[src/rtl/xbar_scan_sched.sv]
// xbar_scan_sched: UART command parser and (row, col) scheduler
// feeding the crossbar shift-register driver over valid/ready.

module xbar_scan_sched #(
   parameter int N_ROW     = 30,
   parameter int N_COL     = 30,
   parameter int DWELL_W   = 16,
   parameter int DWELL_DEF = 1000,
   parameter int TO_W      = 20
) (
   input  logic       clk1,
   input  logic       reset,
   input  logic       rx_done,
   input  logic [7:0] rx_data,
   output logic       sel_valid,
   output logic [4:0] sel_row,
   output logic [4:0] sel_col,
   input  logic       sel_ready,
   input  logic       drv_done,
   output logic       busy,
   output logic       scan_done,
   output logic       err
);

   localparam logic [7:0] OP_DWELL  = 8'h01;
   localparam logic [7:0] OP_SINGLE = 8'h02;
   localparam logic [7:0] OP_SCAN   = 8'h03;
   localparam logic [7:0] OP_ABORT  = 8'hFF;

   localparam logic [4:0] ROW_MAX = 5'(N_ROW);
   localparam logic [4:0] COL_MAX = 5'(N_COL);

   localparam logic [DWELL_W-1:0] DW_ONE = DWELL_W'(1);
   localparam logic [DWELL_W-1:0] DW_RST = DWELL_W'(DWELL_DEF);

   // last idle cycle before a partial frame is dropped
   localparam logic [TO_W-1:0] TO_LAST = {{(TO_W-1){1'b1}}, 1'b0};

   typedef enum logic [2:0] {
      S_IDLE,
      S_ISSUE,
      S_WAIT,
      S_DWELL,
      S_NEXT
   } state_t;

   state_t r_state;
   state_t w_state_nxt;

   logic [1:0]         r_pos;
   logic [7:0]         r_op;
   logic [7:0]         r_arg1;
   logic [7:0]         r_arg2;
   logic               r_frm;
   logic [TO_W-1:0]    r_to;

   logic [DWELL_W-1:0] r_dwell;
   logic [DWELL_W-1:0] r_cnt;
   logic [4:0]         r_row;
   logic [4:0]         r_col;
   logic [4:0]         r_row_end;
   logic [4:0]         r_col_end;
   logic               r_scan;
   logic               r_err;

   logic               w_at0;
   logic               w_abort;
   logic               w_op_ok;
   logic               w_bad_op;
   logic [4:0]         w_ia;
   logic [4:0]         w_ib;
   logic               w_idx_ok;
   logic               w_is_dw;
   logic               w_is_cmd;
   logic               w_accept;
   logic               w_reject;
   logic               w_last;
   logic [15:0]        w_dw_word;
   logic [DWELL_W-1:0] w_cnt_load;

   assign w_at0    = rx_done && (r_pos == 2'd0);
   assign w_abort  = w_at0 && (rx_data == OP_ABORT);
   assign w_op_ok  = (rx_data == OP_DWELL)  ||
                     (rx_data == OP_SINGLE) ||
                     (rx_data == OP_SCAN);
   assign w_bad_op = w_at0 && !w_abort && !w_op_ok;

   assign w_ia     = r_arg1[4:0];
   assign w_ib     = r_arg2[4:0];
   assign w_idx_ok = (w_ia != 5'd0) && (w_ia <= COL_MAX) &&
                     (w_ib != 5'd0) && (w_ib <= ROW_MAX);

   assign w_is_dw  = r_frm && (r_op == OP_DWELL);
   assign w_is_cmd = r_frm &&
                     ((r_op == OP_SINGLE) || (r_op == OP_SCAN));
   assign w_accept = w_is_cmd && w_idx_ok && (r_state == S_IDLE);
   assign w_reject = w_is_cmd && !w_accept;

   assign w_last   = !r_scan ||
                     ((r_col == r_col_end) && (r_row == r_row_end));

   assign w_dw_word  = {r_arg1, r_arg2};
   assign w_cnt_load = (r_dwell == '0) ? DW_ONE : r_dwell;

   assign sel_row = r_row;
   assign sel_col = r_col;
   assign err     = r_err;

   // byte framing: position counter, frame capture, inter-byte timeout
   always_ff @(posedge clk1) begin
      if (reset) begin
         r_pos  <= 2'd0;
         r_op   <= 8'h00;
         r_arg1 <= 8'h00;
         r_arg2 <= 8'h00;
         r_frm  <= 1'b0;
         r_to   <= '0;
      end else begin
         r_frm <= 1'b0;
         if (rx_done) begin
            r_to <= '0;
            case (r_pos)
               2'd0: begin
                  if (w_op_ok) begin
                     r_op  <= rx_data;
                     r_pos <= 2'd1;
                  end
               end
               2'd1: begin
                  r_arg1 <= rx_data;
                  r_pos  <= 2'd2;
               end
               2'd2: begin
                  r_arg2 <= rx_data;
                  r_pos  <= 2'd0;
                  r_frm  <= 1'b1;
               end
               default: r_pos <= 2'd0;
            endcase
         end else if (r_pos != 2'd0) begin
            if (r_to == TO_LAST) begin
               r_pos <= 2'd0;
               r_to  <= '0;
            end else begin
               r_to <= r_to + 1'b1;
            end
         end else begin
            r_to <= '0;
         end
      end
   end

   // sticky error: bad opcode or dropped command sets, accepted command clears
   always_ff @(posedge clk1) begin
      if (reset) begin
         r_err <= 1'b0;
      end else if (w_bad_op || w_reject) begin
         r_err <= 1'b1;
      end else if (w_accept) begin
         r_err <= 1'b0;
      end
   end

   // scheduler state register
   always_ff @(posedge clk1) begin
      if (reset) begin
         r_state <= S_IDLE;
      end else begin
         r_state <= w_state_nxt;
      end
   end

   // next state and handshake outputs; abort overrides everything
   always_comb begin
      w_state_nxt = r_state;
      sel_valid   = 1'b0;
      busy        = 1'b1;
      scan_done   = 1'b0;
      unique case (r_state)
         S_IDLE: begin
            busy = 1'b0;
            if (w_accept) w_state_nxt = S_ISSUE;
         end
         S_ISSUE: begin
            sel_valid = 1'b1;
            if (sel_ready) w_state_nxt = S_WAIT;
         end
         S_WAIT: begin
            if (drv_done) w_state_nxt = S_DWELL;
         end
         S_DWELL: begin
            if (r_cnt <= DW_ONE) w_state_nxt = S_NEXT;
         end
         S_NEXT: begin
            scan_done   = w_last && !w_abort;
            w_state_nxt = w_last ? S_IDLE : S_ISSUE;
         end
         default: w_state_nxt = S_IDLE;
      endcase
      if (w_abort) w_state_nxt = S_IDLE;
   end

   // dwell setting, cell coordinates and dwell countdown
   always_ff @(posedge clk1) begin
      if (reset) begin
         r_dwell   <= DW_RST;
         r_cnt     <= '0;
         r_row     <= 5'd0;
         r_col     <= 5'd0;
         r_row_end <= 5'd0;
         r_col_end <= 5'd0;
         r_scan    <= 1'b0;
      end else begin
         if (w_is_dw) begin
            r_dwell <= DWELL_W'(w_dw_word);
         end
         if (w_accept) begin
            r_scan <= (r_op == OP_SCAN);
            if (r_op == OP_SCAN) begin
               r_col     <= 5'd1;
               r_row     <= 5'd1;
               r_col_end <= w_ia;
               r_row_end <= w_ib;
            end else begin
               r_col <= w_ia;
               r_row <= w_ib;
            end
         end
         if ((r_state == S_WAIT) && drv_done && !w_abort) begin
            r_cnt <= w_cnt_load;
         end else if (r_state == S_DWELL) begin
            r_cnt <= r_cnt - DW_ONE;
         end
         if ((r_state == S_NEXT) && !w_last && !w_abort) begin
            if (r_col < r_col_end) begin
               r_col <= r_col + 5'd1;
            end else begin
               r_col <= 5'd1;
               r_row <= r_row + 5'd1;
            end
         end
      end
   end

endmodule

[config.mk]
export PLATFORM = sky130hd
export DESIGN_NAME = xbar_scan_sched
export DESIGN_NICKNAME = d
export VERILOG_FILES = /design/src/rtl/xbar_scan_sched.sv
export SDC_FILE = /design/constraint.sdc
export NUM_CORES = 1
export LEC_CHECK = 0
export CELL_PAD_IN_SITES_DETAIL_PLACEMENT = 1
export CELL_PAD_IN_SITES_GLOBAL_PLACEMENT = 1
export CORE_ASPECT_RATIO = 0.9
export CORE_UTILIZATION = 41
export DETAILED_ROUTE_END_ITERATION = 12
export PLACE_DENSITY = 0.71
export REMOVE_ABC_BUFFERS = 1
export SLEW_MARGIN = 40
export SYNTH_ARGS = -nofsm -noshare
export SYNTH_HDL_FRONTEND = slang
export SYNTH_SLANG_ARGS = --single-unit
[constraint.sdc]
create_clock -name clk1 -period 2.6 [get_ports clk1]
set_clock_uncertainty 0.15 [all_clocks]
set_input_delay 0.78 -clock clk1 [delete_from_list [all_inputs] [get_ports clk1]]
set_output_delay 0.78 -clock clk1 [all_outputs]
set_load 0.03 [all_outputs]
==> impl_metrics.tcl, run 1 <==
set metrics [dict create \
    fmax_mhz 340 \
    min_path_type "reg -> reg" \
    fin_ws_ns -0.344 \
    grt_overflow 0 \
    final_cells 799 \
    initial_core_util 0.425 \
    cts_inserted_buffers 9 \
    fin_crit_ns 2.94 \
    fp-row-count 37 \
    ys.warnings.count 0 \
    antenna_found_initial 0 \
    total_power_mw 3.10 \
    pwr-share-seq 0.514 \
    h-tree-depth 3 \
    critPathTopFamily "simple AND/OR/NAND/NOR gates" \
    core_um2 11600 \
    drtIter0Drc 231 \
    port_buffers 26 \
    io_pins 27 \
    synth.distinct_cells 63 \
    fin_crit_sh 1.13 \
    gp_congestion 0.835 \
    drv_slew 0 \
    muxShareOfSynthArea 0.0654 \
    peakVddDrop_uv 409 \
    status "finished with violations" \
    synth_top_family_by_area "simple AND/OR/NAND/NOR gates" \
    clock-sinks 104 \
    crit_arrival_ns 2.01 \
    cpPeakStageDelay_ns 0.42 \
    postRouteAntennaNets 0 \
    cp.buffers_inverters 2 \
    clock_path_buffers 2 \
    p_per_area_nw_per_um2 506 \
    grt_util_all_layers 0.243 \
    synth_seq_cells 104 \
    syn-cell-area_um2 4910 \
    rsz0062_at_grt "true" \
    drive_above_1_share 0.193 \
    drv_cap 0 \
    power.leakage_nw 2.50 \
    synth_fa_ha_area_frac 0.0280 \
    startpoint_type "flop" \
    hold_ws_ns 0.313 \
    wl_mm 14.1 \
    nNetsFinal 662 \
    violations "setup timing" \
    drt_pass1_iterations 4 \
    synth-compound-area-share 0.110 \
    synthXorXnorAreaFrac 0.0553 \
    clk_pin_slew_ns 0.08 \
    grt_max_degree 38 \
    antenna_cells 0 \
    area_delta_synth_final_pct 24.7 \
    dp_cells 771 \
    critical_path_class "reg -> out" \
    wl_per_cell_um 17.7 \
    cts_tree "built" \
    utilization 0.529 \
    worstPathMaxFanout 2 \
    drc 0 \
    p_sw_frac 0.228 \
    slew_headroom 0.510 \
    die_y_um 106 \
    synth-simple-area-share 0.286 \
    grt_first_pass_wirelength_mm 23.6 \
    tns_ns -0.344 \
    ys_seq_area_frac 0.424 \
    clkPwrFrac 0.456 \
    end_kind "output pin" \
    hold_viol 0 \
    dpl.hpwl_mm 10.1 \
    syn_inst 558 \
    async_flop_share 0 \
    avgSynthCellArea_um2 8.81 \
    power_switching_uw 708 \
    tightest_slew_ns 0.729 \
    p_int_mw 2.39 \
    clock_latency_ns 0.37 \
    cts-root-buf "clkbuf_16" \
    pwr-share-comb 0.030 \
    vias 4362 \
    synth_edf_count 0 \
    die_area_um2 12400 \
    ys_dominant_reg_cell "dfxtp_1" \
    crit_chain "inv_2 -> ha_4 -> nand2_2 -> or4_4 -> o31a_1 -> nor2_4 -> buf_6" \
    critical_path_required_ns 1.67 \
    grt_pass1_vias 4606 \
    cp_slowest_cell "or4_4" \
    viasPerCell 5.46 \
    die_x_um 117 \
    finalSetupViolCount 1 \
]
cell usage after synthesis, drive strengths merged (4+ instances only):
library cell / count / area share
ha: 11 / 0.028
nor2: 85 / 0.065
nand2b: 4 / 0.0066
o31a: 5 / 0.0089
a211oi: 7 / 0.014
or4: 6 / 0.012
nor3: 10 / 0.013
xor2: 20 / 0.036
dfxtp: 104 / 0.42
and2: 9 / 0.011
or3: 7 / 0.0094
nand4: 11 / 0.014
and4: 7 / 0.012
nand3: 23 / 0.023
a21oi: 30 / 0.031
and3: 5 / 0.0064
nand3b: 11 / 0.017
nor2b: 9 / 0.011
clkbuf: 18 / 0.014
xnor2: 11 / 0.020
nor4: 14 / 0.025
a31oi: 7 / 0.012
buf: 6 / 0.0074
nand2: 58 / 0.044
mux2i: 31 / 0.063
inv: 14 / 0.011
o21ai: 7 / 0.0071
through the flow:
step                      setup slack, ns  cell area, um2
after floorplan                    -0.517            4810
after global placement              -1.06            5690
after detailed placement            -1.07            5690
after CTS                          -0.336            6110
after global routing               -0.396            6130
final                              -0.344            6130
flip-flops by register name, indices dropped and copies added, names as in the netlist:
signal,count
r_col_end,5
r_frm,1
r_scan,1
r_arg2,8
sel_col,5
r_op,8
r_cnt,16
r_pos,2
r_arg1,8
err,1
sel_row,5
r_row_end,5
r_dwell,16
r_to,20
r_state,3
cell families (layout without fill, tap and decap cells):
family	after synthesis	in the layout
compound gates	75	75
simple gates	267	267
mux	32	32
fa+ha+maj	11	11
flops	104	104
buf+inv	38	123
xor+xnor	31	31
placed cells by master, fill, tap and decap left out, drive strengths merged, types with 10 or more instances in the layout:
cell type	synthesis	final
a21oi	30	30
ha	11	11
clkbuf	18	10
nand4	11	11
nand2	58	58
nand3	23	23
nor2	85	85
nand3b	11	11
nor3	10	10
xnor2	11	11
inv	14	17
nor4	14	14
xor2	20	20
dfxtp	104	104
clkdlybuf4s50	0	13
mux2i	31	31
buf	6	73
cell type report:
class	count	area, um2
Multi-Input combinational cell	416	2720
Fill cell	1383	5450
Sequential cell	104	2080
Timing Repair Buffer	93	768
Clock inverter	7	78.8
Tap cell	156	195
Inverter	14	52.6
Clock buffer	9	225
what timing repair did:
item / 4_1_cts / 5_1_grt
hold buffers: 0 / 0
endpoints found under the hold margin: 0 / 0
setup buffers: 13 / 0
endpoints found under the setup margin: 20 / 4
resized for setup: 37 / 15
pin swaps: 9 / 4
worst paths after layout:
check / to / depth (start not counted) / slack (ns) / start
max: scan_done / 7 / -0.34 / sel_col[0]$_SDFFE_PP0P_
min: r_op[2]$_SDFFE_PP0P_ / 1 / 0.31 / r_op[2]$_SDFFE_PP0P_
max reg2reg: sel_row[3]$_SDFF_PP0_ / 10 / 0.16 / sel_col[0]$_SDFFE_PP0P_
min reg2reg: r_op[2]$_SDFFE_PP0P_ / 1 / 0.31 / r_op[2]$_SDFFE_PP0P_
metal layers:
metal | wire length (um) | track usage
met1 | 6820 | 0.310
met2 | 6800 | 0.403
met3 | 355 | 0.0563
met4 | 137 | 0.0807
met5 | 0 | 0
power groups by stage:
stage	Clock [mW]	Sequential (mW)	Combinational (mW)
finish	1.42	1.59	0.0926
global route	1.51	1.59	0.0997
CTS	1.45	1.59	0.0873
detailed placement	0	1.63	0.0865
global placement	0	1.63	0.0848
floorplan	0	1.63	0.0164
No activity file was read; power rests on OpenSTA's default activity.
==> run 2: changes to the inputs <==
--- a/config.mk
+++ b/config.mk
@@ -11,7 +11,6 @@
 export CORE_UTILIZATION = 41
 export DETAILED_ROUTE_END_ITERATION = 12
 export PLACE_DENSITY = 0.71
-export REMOVE_ABC_BUFFERS = 1
 export SLEW_MARGIN = 40
 export SYNTH_ARGS = -nofsm -noshare
 export SYNTH_HDL_FRONTEND = slang
==> run 2 against run 1 <==
Net effect: the run still ends with setup timing left; non-clock buffer count is 3 lower; first-iteration DRC count rose by 9.1%; design area decreased by 0.67%; critical endpoint unchanged; largest power group unchanged.
==> impl_metrics.tcl, run 2 (synthesis results as in run 1) <==
set metrics [dict create \
    viasPerCell 5.40 \
    antenna_found_initial 0 \
    area_delta_synth_final_pct 23.8 \
    grt_util_all_layers 0.230 \
    peakVddDrop_uv 374 \
    clk_pin_slew_ns 0.08 \
    die_x_um 117 \
    tightest_slew_ns 0.736 \
    fin_area_um2 6080 \
    critPathTopFamily "simple AND/OR/NAND/NOR gates" \
    grt_overflow 0 \
    clkPwrFrac 0.439 \
    clock_path_buffers 2 \
    nNetsFinal 659 \
    p_int_mw 2.30 \
    power_switching_uw 692 \
    gp_congestion 0.825 \
    core_um2 11600 \
    vias 4296 \
    holdBufCountCts 0 \
    grt_pass1_vias 4467 \
    initial_core_util 0.425 \
    fin_crit_sh 1.13 \
    wl_mm 13.4 \
    fmax_mhz 340 \
    reg_top3 "r_to (20), r_cnt (16), r_dwell (16)" \
    fp-row-count 37 \
    grt_max_degree 26 \
    p_sw_frac 0.231 \
    finalSetupViolCount 1 \
    hold_viol 0 \
    drv_cap 0 \
    worstPathMaxFanout 2 \
    fin_crit_ns 2.94 \
    io_pins 27 \
    crit_chain "inv_4 -> ha_4 -> nand2_2 -> or4_4 -> o31a_1 -> nor2_4 -> buf_6" \
    slew_headroom 0.506 \
    dpl.hpwl_mm 10.0 \
    postRouteAntennaNets 0 \
    utilization 0.526 \
    status "finished with violations" \
    total_power_mw 2.99 \
    die_y_um 106 \
    crit_arrival_ns 2.01 \
    cts_tree "built" \
    cp_slowest_cell "or4_4" \
    mostFrequentLayoutCell "dfxtp_1" \
    end_kind "output pin" \
    drc 0 \
    antenna_cells 0 \
    clock_latency_ns 0.35 \
    cts-root-buf "clkbuf_16" \
    rsz0062_at_grt "true" \
    port_buffers 26 \
    drt_pass1_iterations 7 \
    power.leakage_nw 2.51 \
    layout_common_cells "99 x dfxtp_1, 82 x nor2_1, 64 x buf_4, 57 x nand2_1, 31 x mux2i_1" \
    violations "setup timing" \
    fin_ws_ns -0.343 \
    top_register "r_to" \
    cts_inserted_buffers 9 \
    wl_per_cell_um 16.9 \
    h-tree-depth 3 \
    startpoint_type "flop" \
    min_path_type "reg -> reg" \
    p_per_area_nw_per_um2 492 \
    pwr-share-seq 0.532 \
    cp.buffers_inverters 2 \
    pwr-share-comb 0.028 \
    critical_path_required_ns 1.67 \
    grt_first_pass_wirelength_mm 22.7 \
    drive_above_1_share 0.183 \
    clock-sinks 104 \
    critical_path_class "reg -> out" \
    die_area_um2 12400 \
    drv_slew 0 \
    largest_reg_flops 20 \
    cpPeakStageDelay_ns 0.41 \
    place_ws_ns -1.03 \
    post_dp_cell_area_um2 5750 \
    drtIter0Drc 252 \
    syn_nets 582 \
]
==> run 2: cell types whose count changed in the layout (fill, tap and decap cells not counted), sizes merged <==
cell | previous run | this run
buf | 73 | 66
dlymetal6s2s | 0 | 3
clkinvlp | 2 | 0
bufinv | 1 | 0
clkbuf | 10 | 11
clkdlybuf4s15 | 0 | 1
dlygate4sd2 | 6 | 7
inv | 17 | 18
==> run 2: stage by stage <==
stage	TNS, ns	std cells	hold slack, ns
floorplan	-0.0372	558	0.281
global placement	-12.01	779	0.294
detailed placement	-13.92	779	0.300
CTS	-0.426	797	0.314
global route	-0.412	796	0.328
finish	-0.343	796	0.313
==> run 2: area by class of cell <==
class                           count  area, um2
Inverter                           14       55.1
Clock inverter                      5       46.3
Multi-Input combinational cell    416       2730
Timing Repair Buffer               90        736
Tap cell                          156        195
Clock buffer                       11        233
Sequential cell                   104       2090
Fill cell                        1375       5490
==> run 2: repair_timing <==
item	4_1_cts	5_1_grt
setup buffers	2	1
pin swaps	7	9
endpoints found under the setup margin	21	19
gates resized for setup	21	7
==> run 2: worst paths after layout <==
check / startpoint / end / slack [ns] / depth (start not counted)
worst min register to register: r_arg1[7]$_SDFFE_PP0P_ / r_dwell[15]$_SDFFE_PP0P_ / 0.31 / 2
worst max register to register: sel_col[0]$_SDFFE_PP0P_ / sel_col[4]$_SDFFE_PP0P_ / 0.16 / 9
worst min-delay path: r_arg1[7]$_SDFFE_PP0P_ / r_dwell[15]$_SDFFE_PP0P_ / 0.31 / 2
worst max-delay path: sel_col[0]$_SDFFE_PP0P_ / scan_done / -0.34 / 7
==> run 2: worst register-to-register path, stage by stage (launching register included) <==
cell and delay, ns:
dfxtp_4 0.37, inv_4 0.04, ha_4 0.25, nand2_2 0.05, or4_4 0.41, buf_4 0.16, o31ai_4 0.40, nor2_4 0.14
a311oi_1 0.26, a211oi_1 0.08
==> run 2: layer usage <==
metal	track usage	vias up	part of all wire
met4	0.0519	0	0.0098
met3	0.0487	11	0.038
met5	0	-	0
met1	0.304	2100	0.49
li1	-	2121	-
met2	0.385	64	0.47
==> run 2: power groups by stage <==
stage          Clock [mW]  Combinational [mW]  Sequential [mW]
5_1_grt              1.42              0.0914             1.59
4_1_cts              1.35              0.0849             1.59
3_3_place_gp            0              0.0848             1.63
6_report             1.31              0.0842             1.59
2_1_floorplan           0              0.0323             1.63
3_5_place_dp            0              0.0877             1.63
==> run 3: changes to the inputs <==
==> config.mk (replaced) <==
export PLATFORM = sky130hd
export DESIGN_NAME = xbar_scan_sched
export DESIGN_NICKNAME = d
export VERILOG_FILES = /design/src/rtl/xbar_scan_sched.sv
export SDC_FILE = /design/constraint.sdc
export NUM_CORES = 1
export LEC_CHECK = 0
export CORE_ASPECT_RATIO = 0.9
export CORE_UTILIZATION = 46
export DETAILED_ROUTE_END_ITERATION = 12
export PLACE_DENSITY = 0.62
export SLEW_MARGIN = 40
export SYNTH_ARGS = -nofsm -noshare
export SYNTH_HDL_FRONTEND = slang
export SYNTH_SLANG_ARGS = --single-unit
==> run 3 against run 2 <==
Net effect: die area decreased by 11%; the flow finishes with violations (DRC, setup timing); via count down 2.7%; first-iteration DRC count is 17% higher; largest cell class unchanged; sequential cell count did not move; combinational power fell by 7.7%; wire length is 13% lower; cell count is 4.9% lower; design area down 2.0%; clock power rose by 5%; power is 2.0% higher; clock-buffer cell count shrank 1.
==> impl_metrics.tcl, run 3 (synthesis results as in run 1) <==
set metrics [dict create \
    fin_crit_sh 1.14 \
    cts-root-buf "clkbuf_16" \
    drt_pass1_iterations 8 \
    tightest_slew_ns 0.653 \
    p_per_area_nw_per_um2 511 \
    post_dp_cell_area_um2 5610 \
    clock_path_buffers 2 \
    gp_congestion 0.819 \
    initial_core_util 0.475 \
    fin_crit_ns 2.96 \
    area_delta_synth_final_pct 21.4 \
    die_x_um 111 \
    cts_inserted_buffers 9 \
    hold_ws_ns 0.307 \
    min_path_type "reg -> reg" \
    fp-row-count 35 \
    crit_chain "dlygate4sd2_1 -> or3b_4 -> nor3_4 -> or3_4 -> nor2_4 -> buf_6" \
    antenna_found_initial 0 \
    slew_headroom 0.561 \
    worstPathMaxFanout 2 \
    layout_common_cells "99 x dfxtp_1, 83 x nor2_1, 57 x nand2_1, 52 x buf_4, 31 x mux2i_1" \
    wl_per_cell_um 15.5 \
    drv_slew 0 \
    status "finished with violations" \
    startpoint_type "input pin" \
    cp_slowest_cell "or3b_4" \
    grt_pass1_vias 3975 \
    wl_met1_mm 6.05 \
    dp_cells 738 \
    finalSetupViolCount 1 \
    tns_ns -0.355 \
    wl_met3_um 357 \
    top_register "r_to" \
    drc 5 \
    nNetsFinal 647 \
    fin_area_um2 5960 \
    drive_above_1_share 0.167 \
    clock_latency_ns 0.35 \
    vias 4178 \
    fmax_mhz 338 \
    critical_path_required_ns 1.67 \
    postRouteAntennaNets 0 \
    rsz0062_at_grt "true" \
    power.leakage_nw 2.43 \
    grt_overflow 0 \
    fin_ws_ns -0.355 \
    wl_mm 11.7 \
    grt_util_all_layers 0.222 \
    end_kind "output pin" \
    drv_cap 0 \
    syn_nets 582 \
    viasPerCell 5.52 \
    hold_viol 0 \
    io_pins 27 \
    die_area_um2 11100 \
    cts_tree "built" \
    holdBufCountCts 0 \
    critical_path_class "in -> out" \
    antenna_cells 0 \
    die_y_um 100 \
    largest_reg_flops 20 \
    utilization 0.577 \
    port_buffers 26 \
    cpPeakStageDelay_ns 0.40 \
    final_cells 757 \
    clk_pin_slew_ns 0.07 \
    drtIter0Drc 296 \
    wl_met2_mm 5.16 \
    grt_first_pass_wirelength_mm 19.6 \
    crit_arrival_ns 2.03 \
    clock-sinks 104 \
    reg_top3 "r_to (20), r_cnt (16), r_dwell (16)" \
    peakVddDrop_uv 321 \
    grt_max_degree 25 \
    h-tree-depth 3 \
    top_layer "met4" \
    dpl.hpwl_mm 8.39 \
    mostFrequentLayoutCell "dfxtp_1" \
    violations "DRC, setup timing" \
    core_um2 10300 \
]
## run 3: changes by cell type in the layout (fill, tap and decap cells not counted), moves of 2 or more
cell	previous run	this run
buf_4	64	52
dlygate4sd2_1	7	11
dlymetal6s2s_1	3	0
inv_6	3	1
## run 3: cell type report
type                    instances  area (um2)
clock buffers                  10         229
clock inverters                 6        73.8
fillers                       967        4370
inverters                      14        52.6
multi-input cells             416        2720
flip-flops and latches        104        2090
well taps                     129         161
repair buffers                 78         633
## run 3: where the power goes
part           switching (mW)  leakage, nW  internal [mW]
clock network           0.618        0.150          0.761
logic                  0.0432         1.44         0.0345
registers             0.00133        0.841           1.59
total                   0.662         2.43           2.39
## run 3: stage by stage
stage                     worst slack (ns)  power, mW
after floorplan                    -0.0372       1.66
after detailed placement            -0.583       1.71
after global routing                -0.390       3.15
after global placement              -0.578       1.71
final                               -0.355       3.05
after CTS                           -0.388       3.09
## run 3: repair_timing
item,4_1_cts,5_1_grt
hold endpoints to repair,0,0
setup endpoints to repair,18,2
resized for setup,18,1
pin swaps,6,2
setup buffers,2,1
## run 3: final timing paths
kind / start / to / slack, ns / depth (start not counted)
min reg2reg: r_arg1[5]$_SDFFE_PP0P_ / r_dwell[13]$_SDFFE_PP0P_ / 0.31 / 2
max: rx_done / scan_done / -0.36 / 6
max reg2reg: r_col_end[1]$_SDFFE_PP0P_ / sel_row[1]$_SDFF_PP0_ / 0.08 / 10
min: r_arg1[5]$_SDFFE_PP0P_ / r_dwell[13]$_SDFFE_PP0P_ / 0.31 / 2
## run 3: worst max-delay path, delay by kind of cell
family | cells | cell delay (ns)
AND/OR/NAND/NOR | 4 | 0.91
buffers and inverters | 2 | 0.34
## run 3: layer usage
metal | vias to the layer above | track usage
met4 | 0 | 0.0569
met5 | - | 0
met3 | 11 | 0.0513
li1 | 2096 | -
met1 | 2009 | 0.306
met2 | 62 | 0.352
